$ cat config.mk
export PLATFORM = sky130hd
export DESIGN_NAME = frame_sequencer
export DESIGN_NICKNAME = d
export VERILOG_FILES = /design/src/rtl/frame_sequencer.sv
export SDC_FILE = /design/constraint.sdc
export NUM_CORES = 1
export LEC_CHECK = 0
export CAP_MARGIN = 10
export CORE_UTILIZATION = 55
export DETAILED_ROUTE_END_ITERATION = 12
export PLACE_DENSITY = 0.84
export SYNTH_ARGS = -nofsm -noshare
export SYNTH_HDL_FRONTEND = slang
export SYNTH_SLANG_ARGS = --single-unit
$ cat constraint.sdc
create_clock -name HCLK -period 5.3 [get_ports HCLK]
set_input_delay 0.53 -clock HCLK [delete_from_list [all_inputs] [get_ports HCLK]]
set_output_delay 0.53 -clock HCLK [all_outputs]
set_load 0.005 [all_outputs]
$ cat src/rtl/frame_sequencer.sv
// Raster frame controller: vsync preamble, then HEIGHT rows of WIDTH pixel slots
// separated by horizontal blanking, with a stall-gated pixel-valid strobe.
module frame_sequencer #(
  parameter int WIDTH     = 768,
  parameter int HEIGHT    = 512,
  parameter int VS_CYCLES = 100,
  parameter int HB_CYCLES = 160,
  parameter int X_W       = $clog2(WIDTH),
  parameter int Y_W       = $clog2(HEIGHT)
) (
  input  logic           HCLK,
  input  logic           HRESET,
  input  logic           start,
  input  logic           stall,
  output logic           vsync,
  output logic           hsync,
  output logic [X_W-1:0] pix_x,
  output logic [Y_W-1:0] pix_y,
  output logic           busy,
  output logic           frame_done,
  output logic [7:0]     frame_cnt,
  output logic [2:0]     dbg_state
);

  localparam logic [2:0] S_IDLE   = 3'd0;
  localparam logic [2:0] S_VSYNC  = 3'd1;
  localparam logic [2:0] S_ACTIVE = 3'd2;
  localparam logic [2:0] S_HBLANK = 3'd3;
  localparam logic [2:0] S_DONE   = 3'd4;

  // One counter serves both the preamble and the blanking interval.
  localparam int CNT_MAX = (VS_CYCLES > HB_CYCLES) ? VS_CYCLES : HB_CYCLES;
  localparam int CNT_W   = $clog2(CNT_MAX + 1);

  localparam logic [X_W-1:0]   X_LAST  = X_W'(WIDTH - 1);
  localparam logic [Y_W-1:0]   Y_LAST  = Y_W'(HEIGHT - 1);
  localparam logic [CNT_W-1:0] VS_LAST = CNT_W'(VS_CYCLES - 1);
  localparam logic [CNT_W-1:0] HB_LAST = CNT_W'(HB_CYCLES - 1);

  logic [2:0]       r_state;
  logic [CNT_W-1:0] r_cnt;
  logic [X_W-1:0]   r_pix_x;
  logic [Y_W-1:0]   r_pix_y;
  logic             r_vsync;
  logic             r_busy;
  logic             r_frame_done;
  logic [7:0]       r_frame_cnt;

  logic [2:0]       w_next_state;
  logic             w_accept;
  logic             w_row_end;
  logic             w_last_row;

  // Pixel handshake: hsync is valid and stall is an inverted ready. A pixel slot
  // transfers only in a cycle where hsync is high; while stall is high the
  // current coordinates are held, never dropped or advanced.
  assign w_accept   = (r_state == S_ACTIVE) && !stall;
  assign w_row_end  = (r_pix_x == X_LAST);
  assign w_last_row = (r_pix_y == Y_LAST);

  always_comb begin
    w_next_state = r_state;
    case (r_state)
      S_IDLE: begin
        if (start) w_next_state = S_VSYNC;
      end
      S_VSYNC: begin
        if (r_cnt == VS_LAST) w_next_state = S_ACTIVE;
      end
      S_ACTIVE: begin
        if (w_accept && w_row_end) begin
          w_next_state = w_last_row ? S_DONE : S_HBLANK;
        end
      end
      S_HBLANK: begin
        if (r_cnt == HB_LAST) w_next_state = S_ACTIVE;
      end
      S_DONE: begin
        w_next_state = S_IDLE;
      end
      default: begin
        w_next_state = S_IDLE;
      end
    endcase
  end

  always_ff @(posedge HCLK) begin
    if (HRESET) begin
      r_state      <= S_IDLE;
      r_cnt        <= '0;
      r_vsync      <= 1'b0;
      r_busy       <= 1'b0;
      r_frame_done <= 1'b0;
      r_frame_cnt  <= '0;
    end else begin
      r_state      <= w_next_state;
      r_vsync      <= (w_next_state == S_VSYNC);
      r_busy       <= (w_next_state != S_IDLE);
      r_frame_done <= (w_next_state == S_DONE);
      if (w_next_state != r_state) begin
        r_cnt <= '0;
      end else if (r_state == S_VSYNC || r_state == S_HBLANK) begin
        r_cnt <= r_cnt + CNT_W'(1);
      end
      // Count lands on the same edge that raises frame_done.
      if (w_next_state == S_DONE) begin
        r_frame_cnt <= r_frame_cnt + 8'd1;
      end
    end
  end

  // Coordinates hold through HBLANK and DONE; they clear only when a frame starts.
  always_ff @(posedge HCLK) begin
    if (HRESET) begin
      r_pix_x <= '0;
      r_pix_y <= '0;
    end else if (r_state == S_IDLE && start) begin
      r_pix_x <= '0;
      r_pix_y <= '0;
    end else if (w_accept) begin
      if (!w_row_end) begin
        r_pix_x <= r_pix_x + X_W'(1);
      end else if (!w_last_row) begin
        r_pix_x <= '0;
        r_pix_y <= r_pix_y + Y_W'(1);
      end
    end
  end

  assign vsync      = r_vsync;
  assign hsync      = w_accept;
  assign pix_x      = r_pix_x;
  assign pix_y      = r_pix_y;
  assign busy       = r_busy;
  assign frame_done = r_frame_done;
  assign frame_cnt  = r_frame_cnt;
  assign dbg_state  = r_state;

endmodule

; ---- Yosys cells after proc, flatten, opt, wreduce, memory -nomap -nowiden
; Cells that the tools add are included.
[word_totals]
output_inout_bits = 34
ff_bits = 41
elab_cells = 43
inputBits = 4
[classes]
muxes = 8
bitwise = 1
addsub = 4
n_eq_ne = 11
n_reduce_logical = 11
[ops]
columns = cell, n
row1 = $mux W10, 2
row2 = $add A8 B1 Y8 const B, 2
row3 = $mux W3, 5
row4 = $pmux W3 S4, 1
row5 = $add A10 B1 Y10 const B, 1
row6 = $eq A10 B10 Y1 const B, 1
row7 = $add A9 B1 Y9 const B, 1
row8 = $eq A9 B9 Y1 const B, 1
row9 = $eq A8 B7 Y1 const B, 1
row10 = $eq A8 B8 Y1 const B, 1
row11 = $eq A3 B1 Y1 const B, 2
row12 = $eq A3 B2 Y1 const B, 2
row13 = $reduce_or A2 Y1, 2
row14 = $eq A3 B3 Y1 const B, 1
row15 = $logic_and A1 B1 Y1, 3
row16 = $logic_not A3 Y1, 1
row17 = $ne A3 B3 Y1, 1
row18 = $reduce_and A3 Y1, 1
row19 = $reduce_bool A3 Y1, 1
row20 = $ne A2 B2 Y1 const B, 1
row21 = $reduce_and A2 Y1, 1
row22 = $logic_not A1 Y1, 1
row23 = $logic_or A1 B1 Y1, 1
row24 = $not A1 Y1, 1

; ---- Depth between registers and ports, before layout
[logic_depth]
depth_word = 7
depth_mapped = 10

; ---- Worst setup path after synthesis
; Ideal clock, no wire load.
[synth_path]
path_type = input-to-reg
from = input stall
to = register r_frame_cnt[5] (netlist: frame_cnt[5])
stages = 6
t_required_ns = 5.229
setup_slack_ns = 2.822
arrival_time_ns = 2.407
path_buffers = 2
cell_sequence = or4b_4 > buf_6 > or4_1 > buf_2 > or4_1 > a21oi_1
[synth_between]
elab_chain_len = 6
[synth_lines]
columns = item, line_no
row1 = from (decl), 14  ; input logic stall,
row2 = $logic_not A1 Y1, 57  ; assign w_accept = (r_state == S_ACTIVE) && !stall;
row3 = $logic_and A1 B1 Y1, 57
row4 = $logic_and A1 B1 Y1, 71  ; if (w_accept && w_row_end) begin
row5 = $mux W3, 71
row6 = $pmux W3 S4, 63  ; case (r_state)
row7 = $eq A3 B3 Y1, 106  ; if (w_next_state == S_DONE) begin
row8 = to (signal assigned), 107  ; r_frame_cnt <= r_frame_cnt + 8'd1;
row9 = to (decl), 47  ; logic [7:0] r_frame_cnt;
; No other way between the ends.
; A chain may end at the register's enable or synchronous reset.

; ---- Worst setup path after layout
[layout_path]
from = input stall
to = register r_frame_cnt[4] (netlist: frame_cnt[4])
; Same word-level chain as after synthesis.

==> results_dict.tcl <==
set metrics [dict create \
    clk_latency_ps 350 \
    antenna_found_initial 0 \
    rows 21 \
    grt_util_all_layers 0.2393 \
    reg2reg_slack_ps 2610 \
    vias 1821 \
    syn_nets 237 \
    fin_crit_sh 0.5195 \
    first_global_vias 1527 \
    hpwl_mm 2.974 \
    synth_top_area_share 0.4178 \
    syn-cell-area_um2 1964 \
    numCtsBuffers 5 \
    setup_viol 0 \
    grt_pass1_wl_mm 6.755 \
    avgViaCountPerCell 5.874 \
    htreeDepth 2 \
    final.min_clock_period_ps 2754 \
    status "finished clean" \
    yosysWarnings 0 \
    io-pin-count 38 \
    fin_area_um2 2414 \
    portBuffers 37 \
    maxSlewViolCount 0 \
    p_leak_nw 0.7611 \
    ys_types 39 \
    post_cts.repair.setup_buffers 0 \
    die_h_um 61.76 \
    grt_max_degree 19 \
    ys_ff_latch 41 \
    avgSynthCellArea_um2 8.616 \
    route.final.wire_length_mm 4.216 \
    critPathLaunchType "input pin" \
    hold_viol 0 \
    met2_usage 0.3871 \
    nets 272 \
    power.density_nw_per_um2 215.7 \
    drcViolationCount 0 \
    coreArea_um2 3390 \
    ant_nets 0 \
    cts.clk_slew.worst_paths_ps 120 \
    setup_tns_ps 0 \
    crit_fanout 18 \
    dr.first_iter.drc_count 125 \
    synthArstFlopShare 0 \
    ys.flop_type "dfxtp_1" \
    fin_worst_skew_ps 11.16 \
    clockBufferDepth 2 \
    worstHoldPathType "flop to flop" \
    initial_core_util 0.5795 \
    arrival_ps 3030 \
    cts-resized-gates 0 \
    synth.largest_area_cell "dfxtp_1" \
    dr.pass1.iters 4 \
    die_area_um2 3814 \
    wl_per_cell_um 13.60 \
    irDropWorstVdd_uv 178.4 \
    synthTopCellsByArea "dfxtp_1 42%, a21oi_1 5.9%, or4_1 5.7%, o31ai_1 5.0%, nand2_1 4.0%" \
    rsz0062_at_grt "false" \
    worst_setup_path_end_kind "flop" \
    placed_area_um2 2344 \
    cts_hold_buf 0 \
    syn_to_final_growth_pct 22.87 \
    synth_edf_count 0 \
    yosysSeqAreaShare 0.4178 \
    slew_headroom 0.2992 \
    crit_chain "clkdlybuf4s50_1, or4b_4, or4_1, or4_1, a21oi_1" \
    setup.worst_path.class "input pin to flop" \
    antennaDiodeCount 0 \
    die_x_um 61.76 \
    met1_usage 0.3161 \
    cts_tree "yes" \
    worst_slew_pin_slew_ps 1042 \
    max_freq_ghz 0.3632 \
    cpPeakStageDelay_ps 810 \
    critPathMostFrequentCell "or4_1" \
    drv_cap 0 \
    met3_usage 0.05383 \
    synthCells 228 \
    critPathSlowestCell "or4_1" \
    routabilityCongestion 0.8654 \
    busiest_layer "met2" \
    grt-ovfl-total 0 \
    required_ps 5570 \
    power_mw 0.5206 \
    cts_sinks 41 \
    root_buffer "clkbuf_4" \
    drive_gt1_frac 0.04924 \
]
[power breakdown]
| part | switching, mW | total (mW) | leakage (nW) | internal [mW] |
|---|---|---|---|---|
| combinational | 0.0127 | 0.0230 | 0.389 | 0.0102 |
| clock | 0.107 | 0.185 | 0.0413 | 0.0770 |
| sequential | 0.00253 | 0.313 | 0.331 | 0.311 |
| total | 0.123 | 0.521 | 0.761 | 0.398 |
[synth_stat cells (4+ instances only)]
cell and number:
inv_1 8, a21oi_1 23, nor4_1 4, ha_1 5
nor2_1 11, nand2_1 21, o31ai_1 13, or4_1 15
dfxtp_1 41, xor2_1 6, or3_1 9, o21ai_0 8
nand3_1 7, nor3_1 10, nand4_1 7, clkbuf_1 5
[per-layer routing]
layer,vias to the layer above,part of all wire
li1,929,-
met1,850,0.47
met2,39,0.49
met3,3,0.036
met4,0,0.0038
met5,-,0
[path summary, 6_finish.rpt]
check	from	endpoint	cells after the start
setup / recovery	stall	frame_cnt[4]	5
hold / removal	pix_y[8]	pix_y[8]	2
setup reg to reg	dbg_state[2]	frame_cnt[4]	4
hold reg to reg	pix_y[8]	pix_y[8]	2
[final cells by class]
cell class                 count  area (µm²)
multi-input combinational    169        1057
fill                         282       975.9
sequential                    41       820.8
timing repair buffer          38       377.9
clock buffer                   7       65.06
tap                           46       57.56
inverter                       8       30.03
clock inverter                 1       5.005
[stage by stage]
| stage | hold slack (ps) | util | cells | setup WS, ps |
|---|---|---|---|---|
| finish | 484.8 | 0.7121 | 310 | 2546 |
| global placement | 470.2 | 0.6914 | 302 | 2237 |
| global route | 513.0 | 0.7121 | 310 | 2387 |
| detailed placement | 467.1 | 0.6914 | 302 | 2202 |
| CTS | 484.6 | 0.7121 | 310 | 2566 |
| floorplan | 465.0 | - | 228 | 2822 |
[worst max-delay path: cells and delay by family]
kind | cells | cell delay, ps
AOI/OAI and AO/OA | 1 | 170
buffers and inverters | 1 | 400
and+or+nand+nor | 3 | 1920
[kinds of logic (layout without fill, tap and decap cells)]
logic type      after synthesis  in the layout  share of synthesized area
compound gates               54             54                     0.1701
xor+xnor                      9              9                    0.04013
fa+ha+maj                     5              5                    0.03185
buf+inv                      18             54                    0.04395
flops                        41             41                     0.4178
mux                           3              3                    0.01529
simple gates                 98             98                     0.2809
[registers in the layout, summed over array words and instances, names as in the netlist]
| name | count |
|---|---|
| dbg_state | 3 |
| frame_done | 1 |
| vsync | 1 |
| busy | 1 |
| pix_y | 9 |
| pix_x | 10 |
| r_cnt | 8 |
| frame_cnt | 8 |
[placed cells by master (no fill, tap or decap), drive strengths merged, types with 2 or more instances in the layout]
cell and count:
a21oi 23, and3 2, clkbuf 7, clkdlybuf4s50 37, dfxtp 41, ha 5, inv 8, mux2i 3
nand2 21, nand3 7, nand3b 3, nand4 7, nor2 11, nor2b 2, nor3 10, nor4 4
o21ai 8, o31ai 13, or2 2, or3 9, or4 15, xnor2 3, xor2 6
(Power assumes the default switching activity.)
